File: src/rtl/id_queue.sv
// id_queue: decode queue with RAW scoreboard and control-flow issue blocking.
// Define ID_WB_BYPASS_EN to forward writeback data to a head stalled on that register.
module id_queue #(
  parameter int XLEN  = 32,
  parameter int DEPTH = 4
) (
  input  logic                     clk,
  input  logic                     rst,
  input  logic                     if_valid_i,
  output logic                     if_ready_o,
  input  logic [XLEN-1:0]          if_pc_i,
  input  logic [31:0]              if_inst_i,
  output logic [4:0]               reg1_addr_o,
  output logic [4:0]               reg2_addr_o,
  input  logic [XLEN-1:0]          reg1_data_i,
  input  logic [XLEN-1:0]          reg2_data_i,
  output logic                     ex_valid_o,
  input  logic                     ex_ready_i,
  output logic [XLEN-1:0]          pc_o,
  output logic [6:0]               aluop_o,
  output logic [2:0]               alufunct3_o,
  output logic [6:0]               alufunct7_o,
  output logic [XLEN-1:0]          reg1_o,
  output logic [XLEN-1:0]          reg2_o,
  output logic [XLEN-1:0]          imm_o,
  output logic                     wreg_o,
  output logic [4:0]               wd_o,
  input  logic                     wb_we_i,
  input  logic [4:0]               wb_addr_i,
  input  logic [XLEN-1:0]          wb_data_i,
  input  logic                     resolve_i,
  input  logic                     flush_i,
  output logic [$clog2(DEPTH):0]   count_o
);
  localparam int AW = $clog2(DEPTH);
  localparam logic [6:0] OP_LUI = 7'h37, OP_AUIPC = 7'h17, OP_JAL = 7'h6f, OP_JALR = 7'h67;
  localparam logic [6:0] OP_BR = 7'h63, OP_ST = 7'h23, OP_R = 7'h33;
  logic [XLEN-1:0] pc_mem [DEPTH];
  logic [31:0]     inst_mem [DEPTH];
  logic [AW-1:0]   wptr_q, wptr_d, rptr_q, rptr_d;
  logic [AW:0]     count_q, count_d;
  logic [31:0]     busy_q, busy_d;
  logic            cf_q, cf_d, ex_valid_q, ex_valid_d, wreg_q, wreg_d;
  logic [XLEN-1:0] pc_q, pc_d, reg1_q, reg1_d, reg2_q, reg2_d, imm_q, imm_d;
  logic [6:0]      aluop_q, aluop_d, funct7_q, funct7_d;
  logic [2:0]      funct3_q, funct3_d;
  logic [4:0]      wd_q, wd_d, rs1, rs2, rd;
  logic [31:0]     inst, imm32;
  logic [6:0]      opc;
  logic            empty, full, push, issue, t_u, t_j, t_b, t_s, t_r;
  logic            use1, use2, wreg, is_cf, byp1, byp2, rdy1, rdy2;
  always_comb begin
    empty = count_q == '0;
    full = count_q == (AW+1)'(DEPTH);
    if_ready_o = !full && !flush_i;
    push = if_valid_i && if_ready_o;
    inst = empty ? 32'h0 : inst_mem[rptr_q];
    opc = inst[6:0];
    rs1 = inst[19:15];
    rs2 = inst[24:20];
    rd = inst[11:7];
    t_u = opc == OP_LUI || opc == OP_AUIPC;
    t_j = opc == OP_JAL;
    t_b = opc == OP_BR;
    t_s = opc == OP_ST;
    t_r = opc == OP_R;
    use1 = !t_u && !t_j;
    use2 = t_r || t_s || t_b;
    wreg = !t_b && !t_s;
    is_cf = t_j || t_b || opc == OP_JALR;
    imm32 = t_u ? {inst[31:12], 12'h0} :
            t_j ? {{11{inst[31]}}, inst[31], inst[19:12], inst[20], inst[30:21], 1'b0} :
            t_b ? {{19{inst[31]}}, inst[31], inst[7], inst[30:25], inst[11:8], 1'b0} :
            t_s ? {{20{inst[31]}}, inst[31:25], inst[11:7]} :
            t_r ? 32'h0 : {{20{inst[31]}}, inst[31:20]};
`ifdef ID_WB_BYPASS_EN
    byp1 = wb_we_i && wb_addr_i == rs1 && busy_q[rs1];
    byp2 = wb_we_i && wb_addr_i == rs2 && busy_q[rs2];
`else
    byp1 = 1'b0;
    byp2 = 1'b0;
`endif
    rdy1 = !busy_q[rs1] || byp1;
    rdy2 = !busy_q[rs2] || byp2;
    issue = !empty && (!ex_valid_q || ex_ready_i) && (!use1 || rdy1) && (!use2 || rdy2) &&
            !cf_q && !flush_i;
    wptr_d = flush_i ? '0 : wptr_q + AW'(push);
    rptr_d = flush_i ? '0 : rptr_q + AW'(issue);
    count_d = flush_i ? '0 : count_q + (AW+1)'(push) - (AW+1)'(issue);
    // clear first so a same-cycle set on the same register wins
    busy_d = busy_q;
    if (wb_we_i) busy_d[wb_addr_i] = 1'b0;
    if (issue && wreg) busy_d[rd] = 1'b1;
    busy_d[0] = 1'b0;
    cf_d = flush_i ? 1'b0 : (issue && is_cf) ? 1'b1 : resolve_i ? 1'b0 : cf_q;
    ex_valid_d = issue || (ex_valid_q && !ex_ready_i);
    pc_d = issue ? pc_mem[rptr_q] : pc_q;
    aluop_d = issue ? opc : aluop_q;
    funct3_d = issue ? inst[14:12] : funct3_q;
    funct7_d = issue ? inst[31:25] : funct7_q;
    imm_d = issue ? XLEN'($signed(imm32)) : imm_q;
    reg1_d = !issue ? reg1_q : use1 ? (byp1 ? wb_data_i : reg1_data_i) : XLEN'($signed(imm32));
    reg2_d = !issue ? reg2_q : use2 ? (byp2 ? wb_data_i : reg2_data_i) : XLEN'($signed(imm32));
    wreg_d = issue ? wreg : wreg_q;
    wd_d = issue ? rd : wd_q;
  end
  always_ff @(posedge clk) begin
    if (push) begin
      pc_mem[wptr_q] <= if_pc_i;
      inst_mem[wptr_q] <= if_inst_i;
    end
  end
  always_ff @(posedge clk or negedge rst) begin
    if (!rst) begin
      wptr_q <= '0;
      rptr_q <= '0;
      count_q <= '0;
      busy_q <= '0;
      cf_q <= 1'b0;
      ex_valid_q <= 1'b0;
      pc_q <= '0;
      aluop_q <= '0;
      funct3_q <= '0;
      funct7_q <= '0;
      imm_q <= '0;
      reg1_q <= '0;
      reg2_q <= '0;
      wreg_q <= 1'b0;
      wd_q <= '0;
    end else begin
      wptr_q <= wptr_d;
      rptr_q <= rptr_d;
      count_q <= count_d;
      busy_q <= busy_d;
      cf_q <= cf_d;
      ex_valid_q <= ex_valid_d;
      pc_q <= pc_d;
      aluop_q <= aluop_d;
      funct3_q <= funct3_d;
      funct7_q <= funct7_d;
      imm_q <= imm_d;
      reg1_q <= reg1_d;
      reg2_q <= reg2_d;
      wreg_q <= wreg_d;
      wd_q <= wd_d;
    end
  end
  assign reg1_addr_o = rs1;
  assign reg2_addr_o = rs2;
  assign ex_valid_o = ex_valid_q;
  assign pc_o = pc_q;
  assign aluop_o = aluop_q;
  assign alufunct3_o = funct3_q;
  assign alufunct7_o = funct7_q;
  assign reg1_o = reg1_q;
  assign reg2_o = reg2_q;
  assign imm_o = imm_q;
  assign wreg_o = wreg_q;
  assign wd_o = wd_q;
  assign count_o = count_q;
endmodule

File: config.mk
export PLATFORM = sky130hd
export DESIGN_NAME = id_queue
export DESIGN_NICKNAME = d
export VERILOG_FILES = /design/src/rtl/id_queue.sv
export SDC_FILE = /design/constraint.sdc
export NUM_CORES = 1
export LEC_CHECK = 0
export ABC_CLOCK_PERIOD_IN_PS = 12700
export CAP_MARGIN = 20
export CORE_MARGIN = 2
export CORE_UTILIZATION = 40
export DETAILED_ROUTE_END_ITERATION = 6
export SYNTH_ARGS = -nofsm -noshare
export SYNTH_HDL_FRONTEND = slang
export SYNTH_SLANG_ARGS = --single-unit
File: constraint.sdc
create_clock -name clk -period 12.7 [get_ports clk]
set_input_delay 3.175 -clock clk [delete_from_list [all_inputs] [get_ports clk]]
set_output_delay 3.175 -clock clk [all_outputs]
set_load 0.05 [all_outputs]
# --- Word-level counts from Yosys, hierarchy flattened ---
# Memories as Yosys holds them, arrays and structs flattened. A register that Yosys moved wholly into a read port is not among the register bits.
# Cells that the tools add are included.
totals:
  ff_bits: 159
  latch_bits: 0
  mem_bits_rw: 256
  mem_bits_ro: 0
  n_memories: 2
classes:
  add_sub_neg: 4
  n_mul: 0
  div: 0
  order_cmp: 6
  eq_ne: 8
  shifts: 0
  n_mux: 26
  n_bitwise: 3
  reduce_logical: 40
mem_list:
  columns: ["name", "depth", "word_bits", "read_ports", "rd_ports_with_merged_regs", "wr", "line_no", "source"]
  rows:
  - ["inst_mem", 4, 32, 1, 0, 1, "39", "logic [31:0] inst_mem [DEPTH];"]
  - ["pc_mem", 4, 32, 1, 1, 1, "38", "logic [XLEN-1:0] pc_mem [DEPTH];"]
ops:
  columns: ["operator", "n"]
  rows:
  - ["$mux 32", 10]
  - ["$and 32x32->32", 1]
  - ["$not 32->32", 1]
  - ["$or 32x32->32", 1]
  - ["$lt 5x6->1 const B", 4]
  - ["$eq 7x6->1 const B", 3]
  - ["$eq 7x7->1 const B", 3]
  - ["$logic_not 1->1", 15]
  - ["$logic_and 1x1->1", 14]
  - ["$bmux 1 s5", 2]
  - ["$demux 1 s5", 2]
  - ["$ge 5x1->1 const B", 2]
  - ["$logic_or 1x1->1", 9]
  - ["$mux 1", 9]
  - ["$eq 7x5->1 const B", 1]
  - ["$add 2x1->2", 2]
  - ["$mux 2", 2]
  - ["$add 3x1->3", 1]
  - ["$eq 3x3->1 const B", 1]
  - ["$logic_not 3->1", 1]
  - ["$mux 3", 1]
  - ["$reduce_bool 3->1", 1]
  - ["$sub 3x1->3", 1]

# --- Logic depth before layout (Yosys ltp) ---
logic_depth:
  ltp_word: 15
  mapped_depth: 21
  ltp_nobuf: 17

# --- Least setup slack after synthesis ---
# OpenSTA, ideal clock, no wires.
synth_path:
  path_type: "input -> register"
  start: "input flush_i"
  end: "memory inst_mem[0][0], enable pin"
  setup_time_ns: 0.565
  arrival_time_ns: 8.772
  setup_slack_ns: 3.363
  cell_stages: 4
  path_buffers: 1
  path_cell_list: "clkbuf_1 -> a21oi_1 -> nand2_1 -> nor3_1"
synth_between:
  elab_chain_len: 5
synth_rtl:
  columns: ["element", "line_no", "source"]
  rows:
  - ["start, declared", "32", "input logic flush_i,"]
  - ["$logic_not 1->1", "55", "if_ready_o = !full && !flush_i;"]
  - ["$logic_and 1x1->1", "55", null]
  - ["named net if_ready_o", "10", "output logic if_ready_o,"]
  - ["$logic_and 1x1->1", "56", "push = if_valid_i && if_ready_o;"]
  - ["$mux 1", "108", "if (push) begin"]
  - ["$mux 1 (implied by the code)", "110", "inst_mem[wptr_q] <= if_inst_i;"]
  - ["end, declared", "39", null]
# The timed path passes the listed nets, and every way through them passes these cells.

# --- Worst setup path in the final report ---
layout_path:
  start: "input flush_i"
  end: "output if_ready_o"
layout_between:
  elab_chain_len: 2
layout_rtl:
  columns: ["element", "line_no"]
  rows:
  - ["$logic_not 1->1", "55"]
  - ["$logic_and 1x1->1", "55"]
  - ["end, declared", "10"]
# No other way between the ends.

==> flow_summary_export.csv <==
group,metric,value,unit
status,status,"finished clean",
yosys,yosys.cell_types.count,61,
clocking,cts_resized,0,
power_and_ir_drop,peakVddDrop,0.0001659,V
detailed_routing,drt_pre_antenna_iters,5,
grt,grt_pass1_vias,12192,
yosys,synth_flop_cell,"edfxtp_1",
grt,antenna_found_initial,5,
sta,slew_violations,0,
detailed_routing,drc,0,
floorplan,die_w,222.9,um
clocking,clock_tree.root_cell,"clkbuf_16",
clocking,post_cts_buffers,0,
clocking,cts_buffer_depth,3,
layout,fill_cells,4060,
clocking,h-tree-depth,2,
sta,rsz0062_at_grt,"no",
layout,final_util,51.21,%
floorplan,start_util,40.31,%
setup_path,cp-start-kind,"primary input",
layout,multiInputGateArea,0.006086,sq mm
floorplan,die-area,0.04968,sq mm
setup_path,slowest_stage,"clkdlybuf4s50_1",
grt,grt_max_degree,140,
grt,grt_pass1_wl,77250,um
layout,seq_area,0.01247,sq mm
layout,drive_gt1_share,20.14,%
worst_hold_path,hold_class,"reg2reg",
layout,design_area,0.02435,sq mm
setup_path,timing.rr.start,"rptr_q[0]$_DFF_PN0_",
yosys,syn_avg_cell_area,15.44,sq um
setup_path,cp_cell_sequence,"clkdlybuf4s50_1 -> a21oi_1 -> clkdlybuf4s50_1",
sta,fin_crit_sh,65.04,%
layout,n_antenna_cell,0,
setup_path,worstSetupStartpoint,"flush_i",
power_and_ir_drop,power_density,246.2,mW/mm^2
sta,hold_viol_final,0,
detailed_routing,drt_wl_total,51040,um
placed_design,placed_cell_area,0.02271,sq mm
grt,gr-total-overflow,0,
yosys,synthCells,1241,
setup_path,slowest_delay,0.88,ns
setup_path,critical_path_class,"in2out",
power_and_ir_drop,switchingPower,2.374,mW
yosys,synth_enable_flop_cells,256,
detailed_routing,vias,11701,
clocking,cts_inserted_buffers,49,
setup_path,crit_path_frequent_cell,"clkdlybuf4s50_1",
power_and_ir_drop,power_frac_comb,42.7,%
sta,finalClockSkew,0.02893,ns
setup_path,worst_ep_arrival_time,5.08,ns
power_and_ir_drop,clockPowerShare,23.9,%
sta,layout_setup_ws,4.440,ns
setup_path,crit_path_end_kind,"output port",
power_and_ir_drop,p_total,5.995,mW
sta,tns,0,ns
power_and_ir_drop,p_leak,9.352,nW
yosys,ys_seq_area_share,65.05,%
detailed_routing,vias_per_cell,5.345,
detailed_routing,ant_nets,0,
setup_path,worstPathMaxFanout,10,
floorplan,io_pins,338,
floorplan,die_h,222.9,um
sta,fin_crit,8.260,ns
yosys,yosysWarningCount,0,
layout,final_cells,2189,
sta,fmax,0.1211,GHz
clocking,clock-sinks,447,
clocking,clock_latency,0.61,ns
detailed_routing,drt_iter0_drc,823,
yosys,async_flop_share,42.73,%
yosys,ys_ff_latch,447,
sta,setup_violations,0,
placed_design,place_hpwl,33410,um
grt,grt_usage,20.74,%
job,timing.max_cap.violations,0,
power_and_ir_drop,p_sw_share,39.61,%
yosys,syn_nets,1418,
power_and_ir_drop,power_frac_seq,33.4,%
detailed_routing,routedWlPerCell,23.32,um
layout,finalNetCount,1712,
layout,syn2layout_area_growth,27.03,%
clocking,clk_pin_slew,0.06,ns
yosys,synth_area,0.01917,sq mm
floorplan,core-area,0.04755,sq mm
worst_hold_path,min_from,"reg1_o[0]$_DFFE_PN0P_",
floorplan,rows,80,
power_and_ir_drop,p_int,3.621,mW
placed_design,place_inst,2099,
clocking,cts_tree,"yes",
placed_design,dp_slack,4.445,ns
sta,holdWs,0.4736,ns
setup_path,path_buf_inv,2,
setup_path,crit_family,"buffers and inverters",
placed_design,routabilityCongestion,0.8532,
clocking,cts_hold_buf,0,
placed_design,io_buffers,305,
setup_path,crit_required,9.52,ns
sta,tightestPinTransition,1.051,ns
sta,relSlewSlack,29.93,%
[cell usage after synthesis, drive strengths merged, types with 6 or more instances]
master    n  area share (%)
or2       6            0.20
a211oi    6            0.24
mux4     66             7.8
nand2b   12            0.39
dfrtp   191              25
nor3     17            0.47
o21ai    81             2.1
mux2i    55             2.9
nand3b    7            0.27
inv      49            0.96
edfxtp  256              40
o41ai    33             2.8
nor2b    17            0.55
nor2     30            0.59
clkbuf   28            0.55
mux2    121             7.1
a21oi    23            0.60
nand2   107             2.1
and2     21            0.70
buf      51             2.0
[layout make-up]
type	instances	share of cell area (%)
well taps	615	3.160
multi-input cells	666	25.00
inverters	49	0.7554
clock inverters	17	0.9816
clock buffers	73	5.735
repair buffers	322	13.14
flip-flops and latches	447	51.24
[power by group through the flow]
| stage | registers [mW] | logic (mW) | clock network [mW] |
|---|---|---|---|
| after floorplan | 2.68 | 1.10 | 0 |
| after global placement | 2.02 | 2.56 | 0 |
| after detailed placement | 2.03 | 2.58 | 0 |
| after CTS | 2.01 | 2.58 | 1.47 |
| after global routing | 2.04 | 2.70 | 1.53 |
| final | 2.00 | 2.56 | 1.43 |
[layout by cell type, fill, tap and decap left out, drive strengths merged, types with 6 or more instances in the layout]
cell / n
nor2: 30
clkbuf: 73
o41ai: 33
edfxtp: 256
buf: 18
nand2b: 12
inv: 51
mux2i: 55
nor2b: 17
clkinv: 11
a21oi: 23
nand2: 107
or2: 6
a211oi: 6
mux2: 121
and2: 21
mux4: 66
clkdlybuf4s50: 304
nand3b: 7
nor3: 17
o21ai: 81
dfrtp: 191
[registers in the layout (all words and copies together), names as in the netlist]
register / cells
wd_o: 5
cf_q: 1
imm_o: 32
count_o: 3
alufunct7_o: 7
reg1_o: 32
alufunct3_o: 3
pc_mem: 128
reg2_o: 32
rptr_q: 2
aluop_o: 7
wptr_q: 2
inst_mem: 128
busy_q: 31
wreg_o: 1
pc_o: 32
ex_valid_o: 1
[cell families (layout without fill, tap and decap cells)]
kind of cell    Yosys count  in the layout  share of synthesized area, %
simple gates            238            238                         6.039
buf+inv                 128            461                         3.480
mux                     242            242                         17.74
flops                   447            447                         65.05
xor+xnor                  4              4                        0.1828
compound gates          177            177                         7.148
fa+ha+maj                 5              5                        0.3656
[worst paths after layout]
kind                                           to  slack [ns]  cells past startpoint
setup / recovery                       if_ready_o        4.44                      3
hold / removal              reg1_o[0]$_DFFE_PN0P_        0.47                      1
setup reg to reg             pc_o[29]$_DFFE_PN0P_        5.71                     12
hold reg to reg             reg1_o[0]$_DFFE_PN0P_        0.47                      1
max in group asynchronous   imm_o[20]$_DFFE_PN0P_        8.69                      2
min in group asynchronous  reg2_o[20]$_DFFE_PN0P_        2.60                      1
[layer usage]
| metal | global-route usage (%) | wire, um | vias up |
|---|---|---|---|
| met5 | 0 | 72 | - |
| met4 | 4.720 | 889 | 10 |
| met3 | 7.336 | 4248 | 74 |
| met2 | 33.80 | 24340 | 391 |
| met1 | 26.71 | 21490 | 5955 |
| li1 | - | - | 5271 |
Power figures use the tool's default switching activity.
